[config.mk]
export PLATFORM = sky130hd
export DESIGN_NAME = mem_rr_arbiter
export DESIGN_NICKNAME = d
export VERILOG_FILES = /design/src/rtl/mem_arb_pkg.sv /design/src/rtl/mem_arb_tag_fifo.sv /design/src/rtl/mem_rr_arbiter.sv
export SDC_FILE = /design/constraint.sdc
export NUM_CORES = 1
export LEC_CHECK = 0
export ABC_AREA = 1
export CAP_MARGIN = 20
export CORE_AREA = 4 4 142 144
export CTS_CLUSTER_SIZE = 10
export DETAILED_ROUTE_END_ITERATION = 12
export DIE_AREA = 0 0 146 148
export GPL_ROUTABILITY_DRIVEN = 0
export GPL_TIMING_DRIVEN = 0
export PLACE_DENSITY = 0.54
export SLEW_MARGIN = 5
export SYNTH_ARGS = -nofsm -noshare
export SYNTH_HDL_FRONTEND = slang
export SYNTH_SLANG_ARGS = --single-unit
[constraint.sdc]
create_clock -name clk -period 5.5 [get_ports clk]
set_input_delay 1.1 -clock clk [delete_from_list [all_inputs] [get_ports clk]]
set_output_delay 1.1 -clock clk [all_outputs]
set_load 0.03 [all_outputs]
[src/rtl/mem_arb_pkg.sv]
// Shared types and helpers for the round-robin memory-port arbiter.
// rr_pick works on a fixed MAX_NREQ-wide vector so any NREQ up to 8 can use it.
package mem_arb_pkg;

  localparam int MAX_NREQ = 8;

  typedef enum logic [1:0] {
    OP_NONE,
    OP_WR,
    OP_RD
  } arb_op_e;

  // Tag width for n requesters; at least one bit so the FIFO never collapses to zero width.
  function automatic int idw(input int n);
    return (n <= 2) ? 1 : $clog2(n);
  endfunction

  // One-hot of the first set bit of req at or above ptr, wrapping modulo n.
  function automatic logic [MAX_NREQ-1:0] rr_pick(input logic [MAX_NREQ-1:0] req,
                                                  input logic [2:0]          ptr,
                                                  input int                  n);
    logic [MAX_NREQ-1:0] gnt;
    logic                found;
    int                  idx;
    gnt   = '0;
    found = 1'b0;
    for (int k = 0; k < MAX_NREQ; k++) begin
      idx = (int'(ptr) + k) % n;
      if (k < n && !found && req[idx]) begin
        gnt[idx] = 1'b1;
        found    = 1'b1;
      end
    end
    return gnt;
  endfunction

endpackage

[src/rtl/mem_arb_tag_fifo.sv]
// In-order tag FIFO remembering which requester issued each outstanding read.
// A push into a full FIFO is accepted only when a pop happens in the same cycle.
module mem_arb_tag_fifo #(
  parameter int DEPTH = 4,
  parameter int WIDTH = 1
) (
  input  logic                     clk,
  input  logic                     rstn,
  input  logic                     push,
  input  logic                     pop,
  input  logic [WIDTH-1:0]         din,
  output logic [WIDTH-1:0]         dout,
  output logic [$clog2(DEPTH):0]   count,
  output logic                     full,
  output logic                     empty
);

  localparam int AW = $clog2(DEPTH);
  localparam int CW = AW + 1;

  logic [WIDTH-1:0] store_q [DEPTH];
  logic [AW-1:0]    wr_ptr_q, wr_ptr_d;
  logic [AW-1:0]    rd_ptr_q, rd_ptr_d;
  logic [CW-1:0]    count_q, count_d;
  logic             do_push, do_pop;

  assign full  = (count_q == CW'(DEPTH));
  assign empty = (count_q == '0);
  assign count = count_q;
  assign dout  = store_q[rd_ptr_q];

  // NOTE: every always_comb output gets a default first so no path can infer a latch.
  always_comb begin
    do_push  = push && (!full || pop);
    do_pop   = pop && !empty;
    wr_ptr_d = wr_ptr_q + AW'(do_push);
    rd_ptr_d = rd_ptr_q + AW'(do_pop);
    count_d  = count_q + CW'(do_push) - CW'(do_pop);
  end

  // NOTE: sequential state uses non-blocking assignments so all flops update together.
  always_ff @(posedge clk or negedge rstn) begin
    if (!rstn) begin
      wr_ptr_q <= '0;
      rd_ptr_q <= '0;
      count_q  <= '0;
    end else begin
      wr_ptr_q <= wr_ptr_d;
      rd_ptr_q <= rd_ptr_d;
      count_q  <= count_d;
    end
  end

  // NOTE: storage has no reset; an entry is only read while count says it is valid.
  always_ff @(posedge clk) begin
    if (do_push) store_q[wr_ptr_q] <= din;
  end

endmodule

[src/rtl/mem_rr_arbiter.sv]
// Round-robin arbiter sharing one memory port among NREQ requesters, one operation per cycle.
// Read returns are steered back to their issuer through an in-order tag FIFO.
module mem_rr_arbiter
  import mem_arb_pkg::*;
#(
  parameter int NREQ    = 2,
  parameter int ALEN    = 32,
  parameter int DLEN    = 32,
  parameter int MAX_OUT = 4
) (
  input  logic                 clk,
  input  logic                 rstn,
  input  logic [NREQ-1:0]      req_wen,
  input  logic [NREQ*ALEN-1:0] req_waddr,
  input  logic [NREQ*DLEN-1:0] req_wdata,
  output logic [NREQ-1:0]      req_wgnt,
  input  logic [NREQ-1:0]      req_ren,
  input  logic [NREQ*ALEN-1:0] req_raddr,
  output logic [NREQ-1:0]      req_rgnt,
  output logic [NREQ-1:0]      req_rvalid,
  output logic [DLEN-1:0]      req_rdata,
  output logic                 mem_wen,
  output logic [ALEN-1:0]      mem_waddr,
  output logic [DLEN-1:0]      mem_wdata,
  output logic                 mem_ren,
  output logic [ALEN-1:0]      mem_raddr,
  input  logic                 mem_rvalid,
  input  logic [DLEN-1:0]      mem_rdata,
  output logic                 err_orphan
);

  localparam int IW = idw(NREQ);
  localparam int CW = $clog2(MAX_OUT) + 1;

  logic [2:0]          ptr_q, ptr_d;
  logic                err_q, err_d;
  logic [MAX_NREQ-1:0] elig, pick;
  logic [IW-1:0]       sel, head;
  arb_op_e             op;
  logic                rd_ok, push, pop, fifo_full, fifo_empty;
  logic [CW-1:0]       count;

  // A pop in this cycle frees a slot, so a read may be granted even when the FIFO is full.
  always_comb begin
    rd_ok = !fifo_full || mem_rvalid;
    elig  = '0;
    for (int i = 0; i < NREQ; i++) elig[i] = req_wen[i] | (req_ren[i] & rd_ok);
    pick = rr_pick(elig, ptr_q, NREQ);
    sel  = '0;
    for (int i = 0; i < MAX_NREQ; i++) if (pick[i]) sel = IW'(i);
    if (pick == '0)        op = OP_NONE;
    else if (req_wen[sel]) op = OP_WR;
    else                   op = OP_RD;
  end

  always_comb begin
    req_wgnt  = '0;
    req_rgnt  = '0;
    mem_wen   = 1'b0;
    mem_waddr = '0;
    mem_wdata = '0;
    mem_ren   = 1'b0;
    mem_raddr = '0;
    unique case (op)
      OP_WR: begin
        req_wgnt[sel] = 1'b1;
        mem_wen       = 1'b1;
        mem_waddr     = req_waddr[int'(sel)*ALEN +: ALEN];
        mem_wdata     = req_wdata[int'(sel)*DLEN +: DLEN];
      end
      OP_RD: begin
        req_rgnt[sel] = 1'b1;
        mem_ren       = 1'b1;
        mem_raddr     = req_raddr[int'(sel)*ALEN +: ALEN];
      end
      default: ;
    endcase
  end

  assign push = (op == OP_RD);
  assign pop  = mem_rvalid && !fifo_empty;

  always_comb begin
    req_rvalid = '0;
    req_rdata  = '0;
    if (pop) begin
      req_rvalid[head] = 1'b1;
      req_rdata        = mem_rdata;
    end
    ptr_d = ptr_q;
    if (op != OP_NONE) ptr_d = (int'(sel) == NREQ - 1) ? 3'd0 : 3'(sel) + 3'd1;
    err_d = err_q | (mem_rvalid && (count == '0));
  end

  always_ff @(posedge clk or negedge rstn) begin
    if (!rstn) begin
      ptr_q <= '0;
      err_q <= 1'b0;
    end else begin
      ptr_q <= ptr_d;
      err_q <= err_d;
    end
  end

  assign err_orphan = err_q;

  mem_arb_tag_fifo #(
    .DEPTH (MAX_OUT),
    .WIDTH (IW)
  ) u_tag_fifo (
    .clk   (clk),
    .rstn  (rstn),
    .push  (push),
    .pop   (pop),
    .din   (sel),
    .dout  (head),
    .count (count),
    .full  (fifo_full),
    .empty (fifo_empty)
  );

endmodule

Word level (Yosys, flattened, before mapping):

Memories as Yosys holds them, arrays and structs flattened.
Cells that the tools add are included.

* input port bits: 231
* output and inout bits: 137
* RAM bits: 4
* memories: 1
* bits in registers: 9

Memories
* u_tag_fifo.store_q: words 4, bits a word 1, read ports 1, clocked after Yosys merged registers in 0, wr ports 1, RTL line mem_arb_tag_fifo.sv:21 `logic [WIDTH-1:0] store_q [DEPTH];`

* equality and inequality tests: 3
* $lt $le $gt $ge: 8
* reduce and logical (&&, ||, !) cells: 17
* add/sub/neg operators: 6
* bitwise gates (word level): 7
* muxes and demuxes: 39
* shift operators: 3

Operators with widths (number)
* variable part select 64 x 7 -> 32 bit: 3
* two-way mux 32 bit: 4
* two-way mux 1 bit: 23
* two-way mux 2 bit: 6
* logical AND 1 bit: 9
* logical NOT 8 bit: 1
* two-way mux 8 bit: 1
* bitwise OR 2 x 8 -> 8 bit: 1
* less-than comparator 2 x 5 -> 1 bit (second input constant): 1
* adder 2 x 1 -> 2 bit: 2
* less-than comparator 1 x 2 -> 1 bit (second input constant): 2
* less-than comparator 1 x 4 -> 1 bit (second input constant): 1
* adder 3 x 1 -> 3 bit: 1
* demux 1 bit (select 1 bit): 3
* == test 3 bit (second input constant): 1
* greater-or-equal comparator 1 bit (second input constant): 3
* logical NOT 1 bit: 3
* logical NOT 3 bit: 1
* bitwise OR 1 bit: 3
* subtractor 3 x 1 -> 3 bit: 1
* adder 1 bit (second input constant): 2
* bitwise AND 1 bit: 2
* binary-select mux 1 bit (select 2 bit): 1
* demux 1 bit (select 2 bit): 1
* other kinds (6): 7

Logic depth before layout (Yosys ltp):

Gate-level depths: netlist of run 1.

* word-level depth: 26
* mapped depth: 17
* gate-level depth less buffers: 15

Modules after synthesis:

A second synthesis of run 1 with hierarchy kept.

* cells, all modules: 677
* area, all modules: 3189.3 µm²

Modules (own cells, without submodules)
* mem_rr_arbiter: area each 2646.3 µm², times used 1, seq. area each 50.0 µm², cells an instance 619
* mem_arb_tag_fifo: area each 543.0 µm², times used 1, seq. area each 295.3 µm², cells an instance 58

Worst setup path before layout of run 1:

OpenSTA, ideal clock, no wires.

* kind: input -> output
* from: input port mem_rvalid
* to: output port mem_waddr[23]
* path slack: 1.894 ns
* path buffers: 2
* stages on the path: 11
* required time: 4.400 ns
* data arrival time: 2.506 ns
* path through: nor2_1 nand2_1 nand2_1 nand2_1 nand2_2 nand2_4 nand2_1 nand2_2 buf_6 buf_2 a21oi_1

* longest elaborated chain between the ends: 22
* elaborated cells between the ends (all ways): 31
* classes of those cells: 1 x eq/ne; 1 x shift; 20 x mux; 5 x bitwise; 4 x reduce/logical

RTL lines
* start, declared: RTL line mem_rr_arbiter.sv:27 `input logic mem_rvalid,`
* logical OR 1 bit *: RTL line mem_rr_arbiter.sv:45 `rd_ok = !fifo_full || mem_rvalid;`
* bitwise AND 1 bit: RTL line mem_rr_arbiter.sv:47 `for (int i = 0; i < NREQ; i++) elig[i] = req_wen[i] | (req_ren[i] & rd_ok);`
* bitwise OR 1 bit: RTL line mem_rr_arbiter.sv:47
* two-way mux 1 bit (implied by the code) (2 in a row): RTL line mem_arb_pkg.sv:29 `if (k < n && !found && req[idx]) begin`
* two-way mux 1 bit: RTL line mem_arb_pkg.sv:29
* logical NOT 1 bit: RTL line mem_arb_pkg.sv:29
* logical AND 1 bit: RTL line mem_arb_pkg.sv:29
* two-way mux 8 bit *: RTL line mem_arb_pkg.sv:29
* parallel branches: the longest is 12 deep, another holds variable part select 64 x 7 -> 32 bit
* two-way mux 32 bit *: RTL line mem_rr_arbiter.sv:64 `unique case (op)`
* end, declared: RTL line mem_rr_arbiter.sv:23 `output logic [ALEN-1:0] mem_waddr,`

Mark *: on every way between the ends. The select of a mux whose other input is x is not followed.

Worst setup path after layout of run 1:

* from: input port mem_rvalid
* to: output port mem_wdata[19]

* longest elaborated chain between the ends: 22
* elaborated cells between the ends (all ways): 31
* classes of those cells: 1 x eq/ne; 1 x shift; 20 x mux; 5 x bitwise; 4 x reduce/logical

RTL lines
* logical OR 1 bit *: RTL line mem_rr_arbiter.sv:45
* bitwise AND 1 bit: RTL line mem_rr_arbiter.sv:47
* bitwise OR 1 bit: RTL line mem_rr_arbiter.sv:47
* two-way mux 1 bit (implied by the code) (2 in a row): RTL line mem_arb_pkg.sv:29
* two-way mux 1 bit: RTL line mem_arb_pkg.sv:29
* logical NOT 1 bit: RTL line mem_arb_pkg.sv:29
* logical AND 1 bit: RTL line mem_arb_pkg.sv:29
* two-way mux 8 bit *: RTL line mem_arb_pkg.sv:29
* parallel branches: the longest is 12 deep, another holds variable part select 64 x 7 -> 32 bit
* two-way mux 32 bit *: RTL line mem_rr_arbiter.sv:64
* end, declared: RTL line mem_rr_arbiter.sv:24 `output logic [DLEN-1:0] mem_wdata,`

Marked as above.

==> flow_metrics.tcl, run 1 <==
set metrics [dict create \
    worst_hold_path_type "reg -> reg" \
    reg2reg_depth 16 \
    num_io_pins 368 \
    max_cap_viol_count 0 \
    p_total_mw 2.22 \
    avgViaCountPerCell 4.08 \
    max-slew-margin-rel_pct 64.1 \
    fin_cells 1147 \
    clock_transition_time_at_the_flip_flop_clock_pins_of_the_worst_setup_and_hold_paths_ns 0.04 \
    route.antenna.remaining_nets 0 \
    tritoncts.num_buffers 3 \
    static-leakage-power_nw 3.04 \
    post_route_cells_drive_above_1_share_pct 5.81 \
    synth_most_common_cell "nand2_1" \
    cts_post_setup_buffers_inserted 0 \
    dominantRegCellSynth "dfrtp_1" \
    status "complete, no violations" \
    max-clock-path-buffers 2 \
    final_clock_period_utilization_by_the_worst_path_pct 91.1 \
    r2r_end "u_tag_fifo.count[1]$_DFF_PN0_" \
    multi_input_comb_area_sq_mm 0.00185 \
    h-tree-depth 1 \
    setup_repair_after_global_routing_missed_its_margin "false" \
    ctsResizeCount 0 \
    io_buffer_count 367 \
    vdd_ir_drop_max_mv 0.183 \
    yosys.area.top_type "nand2_1" \
    critical_path.endpoint_type "output pin" \
    ys_async_sr_fraction_pct 69.2 \
    floorplan.rows 50 \
    cp_data_arrival_time_ns 3.91 \
    die_area_sq_mm 0.0216 \
    floorplan.die.width_microns 146 \
    ctsRootBufferMaster "clkbuf_16" \
    synth_cell_type_count 25 \
    dr.first_iter.drc_count 157 \
    avgRoutedWirePerCell_microns 15.8 \
    dpl.cell_count 1142 \
    core_region_area_sq_mm 0.0187 \
    final_hold_vio_count 0 \
    worst-endpoint-required_ns 4.40 \
    synthesized_instance_count 541 \
    final.setup_skew_ns 0.000627 \
    hold_path_end "u_tag_fifo.rd_ptr_q[1]$_DFF_PN0_" \
    final.min_clock_period_ns 5.01 \
    setup_viol_count_final 0 \
    grt.overflow.total 0 \
    synth-seq-area-share_pct 12.6 \
    floorplan.initialDensity_pct 14.7 \
    slew_violations 0 \
    critical_path_start_end_classification "in -> out" \
    first_global_vias 4789 \
    synthesis.nets 777 \
    clock.fmax_mhz 200 \
    slack_of_the_worst_reg_to_reg_path_ns 2.77 \
    final-seq-area_sq_um 345 \
    post_cts_hold_fix_bufs 0 \
    syn_avg_cell_area_sq_um 5.07 \
    grt_pass1_wl_microns 26700 \
    power_density_mw_per_mm2 328 \
    grt_max_degree 11 \
    area.growth.synth_to_final_pct 148 \
    global_route.usage.total_pct 15.5 \
    synth.top_cell.area_share_pct 19.4 \
    grt_antenna_before_repair 1 \
    synthTopCellsByCount "nand2_1, nand3_1, inv_1" \
    detailed_route_wire_length_microns 18100 \
    synth.top_cells.by_area "nand2_1, nand3_1, inv_1, a21oi_1, nor2_1" \
    post_synthesis_cell_area_sq_mm 0.00274 \
    tightest_pin_transition_ns 0.538 \
    worst-path-max-fanout 10 \
    clkLatencyLatePin_ns 0.24 \
    final_routed_drc_violation_total 0 \
    timing.hold.ws_ns 0.462 \
    post-dp-hpwl_microns 15100 \
    start_kind "primary input" \
    clock_sink_count 13 \
    min-delay-start "u_tag_fifo.rd_ptr_q[1]$_DFF_PN0_" \
    synth-warning-count 0 \
    number_of_flops_mapped_to_enable_cells_by_yosys 4 \
    clock_tree_from_tritoncts "yes" \
    nets 1149 \
    postSynthRegisterBits 13 \
    dr.pass1.iters 4 \
    reg2reg_from "u_tag_fifo.count[1]$_DFF_PN0_" \
    layout.filler_cells 2017 \
    hold_depth 1 \
    setup_tns_ns 0 \
    dr_total_vias 4682 \
    fp.dieH_microns 148 \
]
## sequential cells by signal (all words and copies together) (netlist names)
name,flops
err_orphan,1
ptr_q,1
u_tag_fifo.store_q,4
u_tag_fifo.wr_ptr_q,2
u_tag_fifo.count,3
u_tag_fifo.rd_ptr_q,2
## stage by stage
stage	util (%)	instance area (sq um)	setup slack (ns)
floorplan	-	2740	1.89
global placement	35.9	6710	0.316
detailed placement	35.9	6710	0.354
CTS	36.3	6790	0.340
global route	36.3	6790	0.200
finish	36.3	6790	0.488
## cell families after synthesis
| family | count (synthesis) | synth area share [%] |
|---|---|---|
| XOR/XNOR | 3 | 0.959 |
| AND/OR/NAND/NOR | 322 | 50.1 |
| flip-flops | 13 | 12.6 |
| adder cells (fa/ha/maj) | 5 | 2.56 |
| buffers and inverters | 130 | 19.8 |
| AO/OA/AOI/OAI | 68 | 14.0 |
## placed cells by master, fill, tap and decap left out, types with 3 or more instances in the layout
| master | netlist | final |
|---|---|---|
| buf_6 | 3 | 3 |
| a21oi_2 | 10 | 10 |
| nor2_2 | 9 | 9 |
| nand2_2 | 4 | 4 |
| dfrtp_1 | 9 | 9 |
| clkbuf_16 | 0 | 3 |
| ha_1 | 4 | 4 |
| nand2_1 | 142 | 142 |
| buf_2 | 19 | 19 |
| inv_1 | 84 | 84 |
| nand3_1 | 98 | 98 |
| edfxtp_1 | 4 | 4 |
| clkbuf_1 | 18 | 19 |
| clkdlybuf4s50_1 | 0 | 367 |
| a21oi_1 | 55 | 55 |
| nor2_1 | 67 | 67 |
## where the power goes
part / leakage (nW) / switching [mW] / internal (mW)
Combinational: 2.87 / 1.15 / 0.770
Clock: 0.0382 / 0.0403 / 0.0978
Sequential: 0.140 / 0.0259 / 0.144
## metal layers
metal  routed length (microns)  track usage, %
met4                       282            3.39
met5                         0               0
met3                      1710            4.90
met2                      9420            29.5
met1                      6720            16.8
## worst max-delay path by stage
stage	start	endpoint	slack (ns)	cells past startpoint
2_1_floorplan	mem_rvalid	mem_waddr[23]	1.89	11
3_3_place_gp	mem_rvalid	mem_wdata[19]	0.32	12
3_5_place_dp	mem_rvalid	mem_wdata[19]	0.35	12
4_1_cts	mem_rvalid	mem_wdata[19]	0.34	12
5_1_grt	mem_rvalid	mem_wdata[19]	0.20	12
6_report	mem_rvalid	mem_wdata[19]	0.49	12
## critical path, stage by stage
cell             delay (ns)
clkdlybuf4s50_1        0.53
nor2_1                 0.07
nand2_1                0.11
nand2_1                0.08
nand2_1                0.09
nand2_2                0.16
nand2_4                0.19
buf_2                  0.31
buf_2                  0.29
nand2_1                0.08
a21oi_1                0.18
clkdlybuf4s50_1        0.73
## area by class of cell
cell class,count,share of cell area (%)
repair buffers,367,54.1
multi-input cells,398,27.3
flip-flops and latches,13,5.09
inverters,86,4.75
well taps,234,4.31
plain buffers,44,3.23
clock buffers,4,1.16
diodes,1,0.0369
Note: power is estimated with default switching activity, not from simulation.
==> run 2, diff against run 1 <==
--- a/config.mk
+++ b/config.mk
@@ -6,6 +6,7 @@
 export NUM_CORES = 1
 export LEC_CHECK = 0
 export ABC_AREA = 1
+export ABC_CLOCK_PERIOD_IN_PS = 5500
 export CAP_MARGIN = 20
 export CORE_AREA = 4 4 142 144
 export CTS_CLUSTER_SIZE = 10
==> results of run 2 <==
Same layout as run 1: the final DEF is identical, and so are final timing and power.
